<file path="src/rtl/cnn_ram_loader.sv">
// Loads feature-map, weight and bias RAMs from a shared source memory.
// Also handles on-demand kernel swaps into a bank and single feature-map writes.
module cnn_ram_loader #(
  parameter int unsigned DATA_W        = 16,
  parameter int unsigned FM_AW         = 19,
  parameter int unsigned W_AW          = 13,
  parameter int unsigned SRC_AW        = 20,
  parameter int unsigned NUM_BANKS     = 2,
  parameter int unsigned BANK_WORDS    = 363,
  parameter int unsigned FM_INIT_WORDS = 154587,
  parameter int unsigned NUM_KERNELS   = 96,
  parameter int unsigned SRC_FM_BASE   = 0,
  parameter int unsigned SRC_W_BASE    = 2**19,
  parameter int unsigned SRC_B_BASE    = 2**19 + 2**17,
  localparam int unsigned BANK_W       = (NUM_BANKS > 1) ? $clog2(NUM_BANKS) : 1
) (
  input  logic              clk,
  input  logic              rst,
  input  logic              cmd_valid,
  output logic              cmd_ready,
  input  logic [1:0]        cmd_op,
  input  logic [BANK_W-1:0] cmd_bank,
  input  logic [FM_AW-1:0]  cmd_fm_addr,
  input  logic [DATA_W-1:0] cmd_fm_data,
  output logic              src_rd,
  output logic [SRC_AW-1:0] src_addr,
  input  logic [DATA_W-1:0] src_data,
  output logic              fm_we,
  output logic [FM_AW-1:0]  fm_addr,
  output logic [DATA_W-1:0] fm_data,
  output logic              w_we,
  output logic [W_AW-1:0]   w_addr,
  output logic [DATA_W-1:0] w_data,
  output logic              b_we,
  output logic [BANK_W-1:0] b_addr,
  output logic [DATA_W-1:0] b_data,
  output logic              done,
  output logic              err,
  output logic              init_done,
  output logic [15:0]       kernel_idx
);

  localparam int unsigned CNT_W = 32;

  localparam logic [2:0] S_IDLE  = 3'd0;
  localparam logic [2:0] S_LD_FM = 3'd1;
  localparam logic [2:0] S_LD_W  = 3'd2;
  localparam logic [2:0] S_LD_B  = 3'd3;
  localparam logic [2:0] S_UPD_W = 3'd4;
  localparam logic [2:0] S_UPD_B = 3'd5;
  localparam logic [2:0] S_FM_WR = 3'd6;
  localparam logic [2:0] S_FIN   = 3'd7;

  localparam logic [1:0] TGT_NONE = 2'd0;
  localparam logic [1:0] TGT_FM   = 2'd1;
  localparam logic [1:0] TGT_W    = 2'd2;
  localparam logic [1:0] TGT_B    = 2'd3;

  logic [2:0]        state_q, state_d;
  logic [CNT_W-1:0]  cnt_q, cnt_d;
  logic [BANK_W-1:0] bank_q, bank_d;
  logic [15:0]       kidx_d;
  logic              init_d;
  logic              rd_d;
  logic [SRC_AW-1:0] raddr_d;
  logic [1:0]        tgt_q, tgt_d;
  logic [CNT_W-1:0]  dst_q, dst_d;
  logic              fm_we_d, w_we_d, b_we_d;
  logic [FM_AW-1:0]  fm_addr_d;
  logic [W_AW-1:0]   w_addr_d;
  logic [BANK_W-1:0] b_addr_d;
  logic [DATA_W-1:0] fm_wdata_q, fm_wdata_d;
  logic              fm_ld_q, fm_ld_d;
  logic              done_d, err_d, ready_d;
  logic              cmd_bad;

  // Write data rides straight from the source bus in the strobe cycle after each read
  assign fm_data = fm_ld_q ? src_data : fm_wdata_q;
  assign w_data  = w_we ? src_data : '0;
  assign b_data  = b_we ? src_data : '0;

  assign cmd_bad = (cmd_op == 2'b11) || (32'(cmd_bank) >= NUM_BANKS) ||
                   ((cmd_op == 2'b01) && (!init_done || (32'(kernel_idx) >= NUM_KERNELS)));

  // Next-state, read issue and registered-output computation
  always_comb begin
    state_d    = state_q;
    cnt_d      = cnt_q;
    bank_d     = bank_q;
    kidx_d     = kernel_idx;
    init_d     = init_done;
    err_d      = 1'b0;
    fm_we_d    = src_rd && (tgt_q == TGT_FM);
    w_we_d     = src_rd && (tgt_q == TGT_W);
    b_we_d     = src_rd && (tgt_q == TGT_B);
    fm_ld_d    = fm_we_d;
    fm_wdata_d = fm_wdata_q;
    fm_addr_d  = fm_we_d ? FM_AW'(dst_q) : fm_addr;
    w_addr_d   = w_we_d ? W_AW'(dst_q) : w_addr;
    b_addr_d   = b_we_d ? BANK_W'(dst_q) : b_addr;

    case (state_q)
      S_IDLE: begin
        if (cmd_valid) begin
          bank_d = cmd_bank;
          cnt_d  = '0;
          if (cmd_bad) begin
            state_d = S_FIN;
            err_d   = 1'b1;
          end else begin
            case (cmd_op)
              2'b00:   state_d = S_LD_FM;
              2'b01:   state_d = S_UPD_W;
              default: begin
                state_d    = S_FM_WR;
                fm_we_d    = 1'b1;
                fm_ld_d    = 1'b0;
                fm_addr_d  = cmd_fm_addr;
                fm_wdata_d = cmd_fm_data;
              end
            endcase
          end
        end
      end
      S_LD_FM: begin
        if (cnt_q == CNT_W'(FM_INIT_WORDS - 1)) begin
          state_d = S_LD_W;
          cnt_d   = '0;
        end else begin
          cnt_d = cnt_q + CNT_W'(1);
        end
      end
      S_LD_W: begin
        if (cnt_q == CNT_W'(NUM_BANKS * BANK_WORDS - 1)) begin
          state_d = S_LD_B;
          cnt_d   = '0;
        end else begin
          cnt_d = cnt_q + CNT_W'(1);
        end
      end
      S_LD_B: begin
        // Final count is a drain cycle for the last bias write
        if (cnt_q == CNT_W'(NUM_BANKS)) begin
          state_d = S_FIN;
          init_d  = 1'b1;
          kidx_d  = 16'(NUM_BANKS);
        end else begin
          cnt_d = cnt_q + CNT_W'(1);
        end
      end
      S_UPD_W: begin
        if (cnt_q == CNT_W'(BANK_WORDS - 1)) begin
          state_d = S_UPD_B;
          cnt_d   = '0;
        end else begin
          cnt_d = cnt_q + CNT_W'(1);
        end
      end
      S_UPD_B: begin
        if (cnt_q == CNT_W'(1)) begin
          state_d = S_FIN;
          kidx_d  = kernel_idx + 16'd1;
        end else begin
          cnt_d = cnt_q + CNT_W'(1);
        end
      end
      S_FM_WR: state_d = S_FIN;
      S_FIN:   state_d = S_IDLE;
      default: state_d = S_IDLE;
    endcase

    // Read issued in the cycle the next state/count describes
    rd_d    = 1'b0;
    raddr_d = '0;
    tgt_d   = TGT_NONE;
    dst_d   = '0;
    case (state_d)
      S_LD_FM: begin
        rd_d    = 1'b1;
        raddr_d = SRC_AW'(SRC_FM_BASE) + SRC_AW'(cnt_d);
        tgt_d   = TGT_FM;
        dst_d   = cnt_d;
      end
      S_LD_W: begin
        rd_d    = 1'b1;
        raddr_d = SRC_AW'(SRC_W_BASE) + SRC_AW'(cnt_d);
        tgt_d   = TGT_W;
        dst_d   = cnt_d;
      end
      S_LD_B: begin
        if (cnt_d < CNT_W'(NUM_BANKS)) begin
          rd_d    = 1'b1;
          raddr_d = SRC_AW'(SRC_B_BASE) + SRC_AW'(cnt_d);
          tgt_d   = TGT_B;
          dst_d   = cnt_d;
        end
      end
      S_UPD_W: begin
        rd_d    = 1'b1;
        raddr_d = SRC_AW'(SRC_W_BASE) + SRC_AW'(kidx_d) * SRC_AW'(BANK_WORDS) + SRC_AW'(cnt_d);
        tgt_d   = TGT_W;
        dst_d   = CNT_W'(bank_d) * CNT_W'(BANK_WORDS) + cnt_d;
      end
      S_UPD_B: begin
        if (cnt_d == '0) begin
          rd_d    = 1'b1;
          raddr_d = SRC_AW'(SRC_B_BASE) + SRC_AW'(kidx_d);
          tgt_d   = TGT_B;
          dst_d   = CNT_W'(bank_d);
        end
      end
      default: ;
    endcase

    done_d  = (state_d == S_FIN);
    ready_d = (state_d == S_IDLE);
  end

  // State and registered outputs
  always_ff @(posedge clk or posedge rst) begin
    if (rst) begin
      state_q    <= S_IDLE;
      cnt_q      <= '0;
      bank_q     <= '0;
      tgt_q      <= TGT_NONE;
      dst_q      <= '0;
      fm_wdata_q <= '0;
      fm_ld_q    <= 1'b0;
      cmd_ready  <= 1'b1;
      src_rd     <= 1'b0;
      src_addr   <= '0;
      fm_we      <= 1'b0;
      fm_addr    <= '0;
      w_we       <= 1'b0;
      w_addr     <= '0;
      b_we       <= 1'b0;
      b_addr     <= '0;
      done       <= 1'b0;
      err        <= 1'b0;
      init_done  <= 1'b0;
      kernel_idx <= '0;
    end else begin
      state_q    <= state_d;
      cnt_q      <= cnt_d;
      bank_q     <= bank_d;
      tgt_q      <= tgt_d;
      dst_q      <= dst_d;
      fm_wdata_q <= fm_wdata_d;
      fm_ld_q    <= fm_ld_d;
      cmd_ready  <= ready_d;
      src_rd     <= rd_d;
      src_addr   <= raddr_d;
      fm_we      <= fm_we_d;
      fm_addr    <= fm_addr_d;
      w_we       <= w_we_d;
      w_addr     <= w_addr_d;
      b_we       <= b_we_d;
      b_addr     <= b_addr_d;
      done       <= done_d;
      err        <= err_d;
      init_done  <= init_d;
      kernel_idx <= kidx_d;
    end
  end

endmodule

</file>
<file path="config.mk">
export PLATFORM = sky130hd
export DESIGN_NAME = cnn_ram_loader
export DESIGN_NICKNAME = d
export VERILOG_FILES = /design/src/rtl/cnn_ram_loader.sv
export SDC_FILE = /design/constraint.sdc
export NUM_CORES = 1
export LEC_CHECK = 0
export BUFFER_PORTS_ARGS = -buffer_cell sky130_fd_sc_hd__buf_2
export CORE_UTILIZATION = 37
export DETAILED_ROUTE_END_ITERATION = 6
export HOLD_SLACK_MARGIN = 0.12
export SKIP_LAST_GASP = 1
export SLEW_MARGIN = 20
export SYNTH_ARGS = -nofsm -noshare
export SYNTH_HDL_FRONTEND = slang
export SYNTH_SLANG_ARGS = --single-unit
</file>
<file path="constraint.sdc">
create_clock -name clk -period 9.5 [get_ports clk]
set_clock_uncertainty 0.2 [all_clocks]
set_input_delay 0.95 -clock clk [delete_from_list [all_inputs] [get_ports clk]]
set_output_delay 0.95 -clock clk [all_outputs]
set_load 0.01 [all_outputs]
</file>
==> results of run 1 <==
## per-layer routing
| layer | up-vias | track usage [%] | part of all wire [%] |
|---|---|---|---|
| li1 | 5030 | - | - |
| met1 | 5351 | 33.5 | 44 |
| met2 | 528 | 38.8 | 45 |
| met3 | 49 | 4.38 | 8.0 |
| met4 | 0 | 8.43 | 2.8 |
| met5 | - | 0 | 0 |
## worst min-delay path, delay by kind of cell, from the launching register on
kind,cells,cell delay [ns]
DFF,1,0.34
and+or+nand+nor,2,0.11
## cells in the mapped netlist, types with 7 or more instances
cell,instances,area share (%)
xor2_1,12,0.86
nand2b_1,9,0.46
nand4_1,27,1.4
o32ai_1,9,0.65
nand3_1,39,1.6
inv_1,178,5.5
nand2_1,142,4.4
or4_1,9,0.55
or3_1,12,0.61
fa_1,63,10
a21o_1,12,0.74
and4_1,7,0.50
xnor2_1,25,1.8
o22ai_1,9,0.46
o221ai_1,14,1.0
and3_1,17,0.87
dfrtp_1,150,31
o21ai_0,59,2.4
buf_2,22,0.90
clkbuf_1,38,1.2
o31ai_1,13,0.80
o211ai_1,15,0.92
mux2i_1,24,2.0
o21a_1,14,0.86
nor2_1,60,1.8
and2_1,46,2.4
nor4_1,15,0.77
nor3_1,26,1.1
ha_1,93,9.5
a31oi_1,22,1.1
mux2_2,35,3.2
a21oi_1,43,1.8
## metrics by stage
| step | utilization, % | power [mW] | cells |
|---|---|---|---|
| 6_report | 43.6 | 3.89 | 1968 |
| 5_1_grt | 43.6 | 4.19 | 1968 |
| 4_1_cts | 43.5 | 3.88 | 1968 |
| 3_5_place_dp | 41.7 | 3.14 | 1936 |
| 3_3_place_gp | 41.7 | 3.12 | 1936 |
| 2_1_floorplan | - | 2.41 | 1359 |
## cell type report
| cell class | instances | area (µm²) |
|---|---|---|
| clock buffer | 17 | 425 |
| inverter | 180 | 681 |
| fill | 3298 | 18400 |
| sequential | 151 | 3780 |
| multi-input combinational | 961 | 7480 |
| timing repair buffer | 202 | 1060 |
| clock inverter | 15 | 189 |
| tap | 442 | 553 |
## cell families (layout without fill, tap and decap cells)
kind of cell,after synthesis,count (layout),synth area share (%)
compound gates,262,262,14.4
xor+xnor,37,37,2.65
fa+ha+maj,156,156,19.9
buf+inv,247,414,7.88
flops,151,151,30.9
mux,59,59,5.19
simple gates,447,447,19.1
## sequential cells by signal (all words and copies together) (netlist names)
name,flops
w_addr,13
dst_q,19
err,1
tgt_q,2
w_we,1
fm_we,1
cmd_ready,1
done,1
b_we,1
cnt_q,32
state_q,3
src_addr,20
src_rd,1
b_addr,1
fm_ld_q,1
kernel_idx,16
fm_addr,19
fm_wdata_q,16
bank_q,1
init_done,1
## final timing paths
path | from | endpoint | slack (ns)
worst max-delay path | cnt_q[30] | src_addr[19] | 1.43
worst min-delay path | w_addr[9] | w_addr[9] | 0.27
worst max register to register | cnt_q[30] | src_addr[19] | 1.43
worst min register to register | w_addr[9] | w_addr[9] | 0.27
max in group asynchronous | rst | kernel_idx[0] | 7.30
min in group asynchronous | rst | fm_wdata_q[11] | 0.51
## power breakdown
| group | switching, mW | internal, mW |
|---|---|---|
| Combinational | 1.44 | 0.776 |
| Sequential | 0.144 | 0.805 |
| Clock | 0.343 | 0.380 |
| Total | 1.93 | 1.96 |
==> summary.txt, run 1 <==
Run status
  – Status: completed

Job
  – Maxcap violations: 0

Floorplanning
  – # IOs: 182
  – Core area: 0.0325 mm²
  – Initial Util: approximately 38%
  – Die area: 0.0337 mm²
  – Num rows: 66
  – Die H: 184 µm
  – Die Span X: 184 µm

Synthesis
  – Synth cell types: 79
  – Synthesized Nets: 1,572
  – Synth Instances: 1,359
  – Post-synth top flop: dfrtp_1
  – Mean post-synth cell area: 8.99 µm²
  – Synthesis warning total: 0
  – Post-synth EDFFs: 0
  – Register area share after synthesis: around 31%
  – Synthesized area: 0.0122 mm²
  – Async SR Flop Fraction: 100%
  – Register bit total from synthesis: 151

Timing
  – Final setup fails: 0
  – Max Slew Vio Count: 0
  – Hold Vio Cnt, Final: 0
  – Final period utilization: 84.9%
  – Measured slew at the worst slew-check pin: 1.01 ns
  – Period minus WS final: 8.07 ns
  – Final setup TNS: 0 ns
  – Worst slew margin: about a third
  – Worst hold margin: 0.269 ns
  – Setup ws final: 1.43 ns
  – F_max: 124 MHz
  – Unrepaired setup endpoints after global routing: false

Routing
  – Initial DRC count: 935
  – Vias per cell: roughly 5.6
  – Routed len/inst: 20.7 µm
  – Final WL: 40.7 mm
  – Vias: roughly 11,000
  – ANT nets after route: 0
  – DRT Pass-1 Iters: 7
  – DRC viols: 0

Setup path
  – CP Depth: 27
  – CP top delay family: adder cells
  – CP bufs+invs: 5
  – WP data arrival: between 8 and 9 ns
  – CP Class: reg -> reg
  – Crit path max-delay cell type: or4_1
  – Startpoint class of the critical path: flop
  – Crit end category: flop
  – Critical Path Most Common Cell: inv_1
  – CP max FO: 11
  – R2R cell count: 27
  – Max incr delay on CP: 0.56 ns
  – Req. time, crit path: about 9.6 ns

Global routing
  – Vias in the first global route: 10,400
  – Pin count of the biggest net entering global routing: 96
  – Initial antenna violation count: 1
  – Remaining global-route overflow: 0
  – GRT Util Overall: 24.5%
  – First-pass GRT wire length: approximately 63 mm

Power and ir drop
  – Cell Pwr Density: 275 mW/mm²
  – Leak: 7.38 nW
  – Worst IR Drop VDD: 0.000136 V

Clock tree
  – Reg clk slew, reported paths: 0.09 ns
  – Cts bufs inserted: 17
  – Clock tree buffer depth: 2
  – CTS tree: done
  – Post-CTS setup buffers: 0
  – Clk root buf: clkbuf_16
  – CTS Sinks: 151
  – H-Tree Depth: 4
  – Post-CTS sizing: 0
  – # hold bufs at CTS: 0
  – Worst-Skew Late Latency: 0.44 ns

Placement
  – Pre-CTS setup slack: between 1 and 1.5 ns
  – # port buffers: 181
  – Placed Area: between 0.01 and 0.015 mm²
  – Last weighted congestion value of the routability-driven placer: roughly 0.92
  – Final HPWL DP: 31.2 mm

Cells and area
  – Final net count: 1,726
  – Area delta synth->final: 16.0%
  – Final Instance Area: 0.0142 mm²
  – Share of cells above drive strength 1: 19.7%
  – Commonest non-fill, non-tap cell in the layout: buf_2
  – Commonest cells after routing, fill and taps aside: 181 x buf_2, 177 x inv_1, 150 x dfrtp_1, 142 x nand2_1, 93 x ha_1
  – ANT cells: 0

Hold path
  – Worst hold path type: reg -> reg
  – Cells on Worst Hold Path: 2
Note: power is estimated with default switching activity, not from simulation.
==> inputs of run 2 (changes only) <==
ABC_AREA = 1   (was unset)
clock period = 7.1 ns   (was 9.5 ns; I/O delays follow)
==> run 2 against run 1 <==
Global-route usage hardly changed. Utilization is 0.35 points higher. Critical path depth is 3 higher. Combinational power is 18% higher. Sequential cell count stayed put.
==> summary.txt, run 2 <==
Cells and area
  – Top reg by flops: cnt_q
  – Max reg flops: 32
  – Final net count: 2,320
  – Multi-input combinational cell area: 0.00825 mm²
  – Largest regs: cnt_q: 32 flops, src_addr: 20 flops
  – Share of cells above drive strength 1: about 15%
  – Area delta synth->final: 15.5%
  – Final Util: between 40% and 50%
  – Commonest non-fill, non-tap cell in the layout: nand2_1
  – Register Area: 0.00378 mm²
  – ANT cells: 0
  – Number of fill cells: 3,755
  – Commonest cells after routing, fill and taps aside: 486 x nand2_1, 369 x inv_1, 181 x buf_2, 174 x nor2_1, 150 x dfrtp_1

Floorplanning
  – Die area: 0.0377 mm²
  – # IOs: 182
  – Die H: approximately 190 µm
  – Num rows: 69
  – Initial Util: 38.0%
  – Die Span X: a little under 200 µm
  – Core area: between 0.03 and 0.04 mm²

Setup path
  – Worst r2r src: cnt_q[27]
  – Crit end category: flop
  – CP Capture Point: src_addr[19]
  – CP Launch Point: cnt_q[27]
  – Critical Path Most Common Cell: inv_1
  – CP Class: reg -> reg
  – R2R cell count: 30
  – Max incr delay on CP: 0.55 ns
  – RR Endpoint: src_addr[19]
  – Req. time, crit path: ~7.2 ns
  – CP max FO: 7
  – FF-to-FF setup slack: 0.32 ns
  – Startpoint class of the critical path: flop
  – WP data arrival: 6.92 ns
  – Crit path max-delay cell type: fa_1

Clock tree
  – Clock tree buffer depth: 2
  – Worst-Skew Late Latency: 0.45 ns
  – H-Tree Depth: 4
  – CTS tree: done
  – CTS Sinks: 151
  – Reg clk slew, reported paths: 0.08 ns
  – Cts bufs inserted: 17
  – Clk root buf: clkbuf_16

Global routing
  – Pin count of the biggest net entering global routing: 79
  – Initial antenna violation count: 0
  – Remaining global-route overflow: 0
  – First-pass GRT wire length: a little over 70 mm
  – GRT Util Overall: 24.5%
  – Vias in the first global route: 12,800

Power and ir drop
  – Seq pwr share: about a quarter
  – Cell Int Power: about 2.5 mW
  – Sw Ratio: between 40% and 50%
  – Leak: roughly 9 nW
  – Clock share of power: 20.6%
  – Combinational group share of total power: 54.1%
  – Worst IR Drop VDD: between 0.00015 and 0.0002 V
  – Cell Pwr Density: 309 mW/mm²
  – Sw Pwr: 2.42 mW

Synthesis
  – Synth cell types: 55
  – Post-synth top flop: dfrtp_1
  – Synthesis warning total: 0
  – Mean post-synth cell area: between 7 and 8 µm²
  – Synth Instances: 1,926
  – Register bit total from synthesis: 151
  – Area leader, netlist: dfrtp_1
  – Synthesized area: 0.0137 mm²
  – Area contributors post-synth: dfrtp_1 27%, nand2_1 13%, inv_1 10%
  – Commonest cells post-synth: 486 x nand2_1, 371 x inv_1, 176 x nor2_1, 150 x dfrtp_1, 137 x nand3_1
  – Post-synth EDFFs: 0
  – Most frequent cell after synthesis: nand2_1
  – Synthesized Nets: 2,139
  – Post-synth top area share: 27.5%
  – Register area share after synthesis: 27.7%
  – Async SR Flop Fraction: between 90% and 100%

Timing
  – Final period utilization: between 90% and 100%
  – Worst hold margin: between 0.2 and 0.25 ns
  – Final setup fails: 0
  – Worst slew margin: 39.3%
  – Period minus WS final: between 6 and 7 ns
  – Hold Vio Cnt, Final: 0
  – F_max: 147 MHz
  – Measured slew at the worst slew-check pin: 0.911 ns
  – Max Slew Vio Count: 0
  – Final setup TNS: 0 ns

Run status
  – Status: completed

Routing
  – Final WL: roughly 45 mm
  – Initial DRC count: roughly 1,100
  – DRT Pass-1 Iters: 6
  – Routed len/inst: 17.6 µm
  – Vias: 13,200
  – Vias per cell: slightly above 5
  – DRC viols: 0
  – ANT nets after route: 0

Placement
  – # port buffers: 181
  – Last weighted congestion value of the routability-driven placer: 0.936
  – Final HPWL DP: 35.7 mm

Job
  – Maxcap violations: 0

Hold path
  – Worst hold path type: in -> async
==> run 2: cell count changes after synthesis, sizes merged, moves of 24 or more <==
cell   previous run  this run
o21ai            67        94
mux2             35         0
and2             46         1
nor2             60       205
mux2i            24         0
nand3            40       142
nand2           142       509
inv             179       373
==> run 2: cell type report <==
type	count	area share, %
timing repair buffer	210	7.12
multi-input combinational	1353	52.3
clock inverter	14	1.31
inverter	374	8.94
clock buffer	17	2.70
sequential	151	24.0
tap	461	3.66
==> run 2: worst min-delay path by stage <==
stage,from,end,slack (ns)
floorplan,dst_q[16],fm_addr[16],0.24
global placement,dst_q[17],fm_addr[17],0.26
detailed placement,dst_q[17],fm_addr[17],0.27
CTS,rst,cnt_q[0],0.25
global route,cmd_fm_data[14],fm_wdata_q[14],0.27
finish,rst,fm_wdata_q[6],0.22
==> run 2: metrics by stage <==
step	instances	worst slack, ns	total power, mW	cell area, µm²
2_1_floorplan	1926	0.965	3.00	13700
3_3_place_gp	2549	0.156	3.83	15100
3_5_place_dp	2549	0.123	3.85	15100
4_1_cts	2580	0.107	4.87	15800
5_1_grt	2580	-0.00384	5.22	15800
6_report	2580	0.316	4.87	15800
==> run 2: power groups by stage <==
stage / registers, mW / logic [mW] / clock network [mW]
after floorplan: 1.25 / 1.75 / 0
after global placement: 1.24 / 2.58 / 0
after detailed placement: 1.25 / 2.60 / 0
after CTS: 1.23 / 2.61 / 1.03
after global routing: 1.26 / 2.89 / 1.06
final: 1.23 / 2.63 / 1.00
==> run 2: repair_timing <==
item / 4_1_cts / 5_1_grt
gates resized for setup: 0 / 5
hold buffers: 0 / 0
endpoints found under the setup margin: 0 / 2
buffers inserted: 0 / 0
==> run 2: layer usage <==
| layer | global-route usage (%) | wire, µm |
|---|---|---|
| met5 | 0 | 0 |
| met4 | 8.94 | 1410 |
| met3 | 3.62 | 2660 |
| met2 | 42.0 | 21600 |
| met1 | 31.2 | 19600 |
==> run 2: cells by family after synthesis <==
kind of cell | after synthesis | share of synthesized area [%]
simple gates | 948 | 31.1
buf+inv | 422 | 12.0
compound gates | 220 | 9.56
fa+ha+maj | 156 | 17.8
flops | 151 | 27.7
xor+xnor | 29 | 1.86
==> run 2: critical path: cells and delay by family (launching register included) <==
kind            cells  cell delay (ns)
compound gates      2             0.51
buf+inv             8             0.75
flops               1             0.45
fa+ha+maj           6             2.74
simple gates       14             2.01
==> inputs of run 3 (changes only) <==
ABC_AREA = unset   (was 1)
RECOVER_POWER = 25   (was unset)
==> run 3 against run 2 <==
Non-clock buffer count increased by 139. Critical path depth decreased by 2. Utilization increased by 4.5 points. Cell count decreased by 18%. Register-to-register slack got worse by 0.11 ns. The run now ends with capacitance limit, slew limit left. Largest cell class unchanged. Routed wire length decreased by 5.1%.
==> summary.txt, run 3 (synthesis gave the netlist of run 1 again) <==
Setup path
  – CP max FO: 4
  – Worst r2r src: cnt_q[16]
  – WP data arrival: 6.99 ns
  – Crit end category: flop
  – Crit path max-delay cell type: or4_4
  – Startpoint class of the critical path: flop
  – Req. time, crit path: between 7 and 8 ns
  – CP Class: reg -> reg
  – CP Launch Point: cnt_q[16]
  – Max incr delay on CP: 0.57 ns

Power and ir drop
  – Leak: 8.03 nW
  – Worst IR Drop VDD: 0.000200 V
  – Cell Pwr Density: 358 mW/mm²

Routing
  – ANT nets after route: 0
  – Initial DRC count: 949
  – Vias: approximately 12,000
  – Routed len/inst: 20.3 µm
  – DRC viols: 0
  – Final WL: 43.0 mm
  – DRT Pass-1 Iters: 6
  – Vias per cell: 5.44

Clock tree
  – Worst-Skew Late Latency: 0.46 ns
  – H-Tree Depth: 4
  – Clock tree buffer depth: 2
  – Clk root buf: clkbuf_16
  – Cts bufs inserted: 17
  – CTS Sinks: 151
  – Reg clk slew, reported paths: 0.08 ns
  – CTS tree: done

Cells and area
  – Area delta synth->final: 28.8%
  – Commonest non-fill, non-tap cell in the layout: buf_2
  – Share of cells above drive strength 1: 30.3%
  – ANT cells: 0
  – Number of fill cells: between 3,000 and 4,000
  – Top reg by flops: cnt_q
  – Final net count: roughly 1,900
  – Largest regs: cnt_q: 32 flops, src_addr: 20 flops
  – Max reg flops: 32
  – Commonest cells after routing, fill and taps aside: 170 x buf_2, 164 x inv_1, 163 x buf_4, 150 x dfrtp_1, 142 x nand2_1

Global routing
  – Pin count of the biggest net entering global routing: 81
  – Initial antenna violation count: 0
  – First-pass GRT wire length: 64.1 mm
  – Vias in the first global route: ~11,000
  – GRT Util Overall: 25.4%
  – Remaining global-route overflow: 0

Job
  – Maxcap violations: 1

Timing
  – Hold Vio Cnt, Final: 0
  – Final setup fails: 0
  – Measured slew at the worst slew-check pin: around 3.7 ns
  – Final period utilization: 97.1%
  – Max Slew Vio Count: 81
  – Worst slew margin: -146%
  – F_max: 145 MHz
  – Final setup TNS: 0 ns
  – Setup ws final: roughly 0.21 ns
  – Period minus WS final: 6.89 ns

Placement
  – Last weighted congestion value of the routability-driven placer: 0.956
  – # port buffers: 181
  – Final HPWL DP: 33.2 mm
  – Pre-CTS setup slack: -0.213 ns

Hold path
  – Worst hold path type: in -> reg
  – Min-Delay Startpoint: cmd_fm_addr[18]

Floorplanning
  – Die H: ~180 µm
  – Die area: 0.0337 mm²
  – Die Span X: 184 µm
  – # IOs: 182
  – Initial Util: 37.5%
  – Core area: 0.0325 mm²
  – Num rows: 66

Run status
  – Failing checks: capacitance limit, slew limit
  – Status: finished, violations left
## run 3: changes by cell type in the layout (fill, tap and decap cells not counted), sizes merged, moves of 21 or more
| cell | delta |
|---|---|
| nand3 | -102 |
| mux2i | +24 |
| buf | +127 |
| mux2 | +35 |
| a31oi | +21 |
| o21ai | -27 |
| nor2 | -145 |
| and2 | +45 |
| nand2 | -367 |
| o211ai | -22 |
| inv | -195 |
## run 3: area by class of cell
cell class / instances / area [µm²] / area share (%)
timing repair buffer: 349 / 2160 / 13.8
clock inverter: 15 / 179 / 1.14
tap: 442 / 553 / 3.51
inverter: 180 / 682 / 4.33
sequential: 151 / 3780 / 24.0
clock buffer: 17 / 425 / 2.70
multi-input combinational: 961 / 7960 / 50.5
## run 3: per-stage QoR
stage          cells  power [mW]  utilization, %  instance area (µm²)  hold slack, ns
2_1_floorplan   1359        3.22               -                12200           0.238
3_3_place_gp    2063        4.44            44.6                14500           0.255
3_5_place_dp    2063        4.47            44.6                14500           0.258
4_1_cts         2104        5.47            47.0                15300           0.231
5_1_grt         2115        6.03            48.4                15700           0.270
6_report        2115        5.64            48.4                15700           0.262
## run 3: critical path: cells and delay by family, from the launching register on
kind            cells  cell delay (ns)
fa+ha+maj           6             2.59
simple gates        7             1.55
compound gates      9             1.52
flops               1             0.38
buf+inv             5             0.36
xor+xnor            1             0.14
## run 3: metal layers
metal | part of all wire, % | GRT usage (%)
met1 | 42 | 33.4
met2 | 45 | 39.9
met3 | 9.5 | 6.40
met4 | 3.4 | 9.63
met5 | 0 | 0
## run 3: worst paths after layout
path                                 end  slack [ns]  depth (start not counted)
min in group asynchronous      cnt_q[25]        1.15                          2
hold / removal               fm_addr[18]        0.26                          3
setup reg to reg            src_addr[19]        0.21                         28
max in group asynchronous  kernel_idx[7]        3.39                          3
setup / recovery            src_addr[19]        0.21                         28
hold reg to reg                w_addr[7]        0.27                          2
## run 3: what timing repair did
action,4_1_cts,5_1_grt
buffers inserted,9,11
hold buffers,0,0
endpoints found under the setup margin,3,8
resized for setup,28,77
pin swaps,17,62
## run 3: power breakdown
group / total [mW] / switching [mW] / internal, mW
Clock: 0.937 / 0.460 / 0.477
Sequential: 1.24 / 0.157 / 1.08
Combinational: 3.46 / 2.12 / 1.34
Total: 5.64 / 2.74 / 2.90
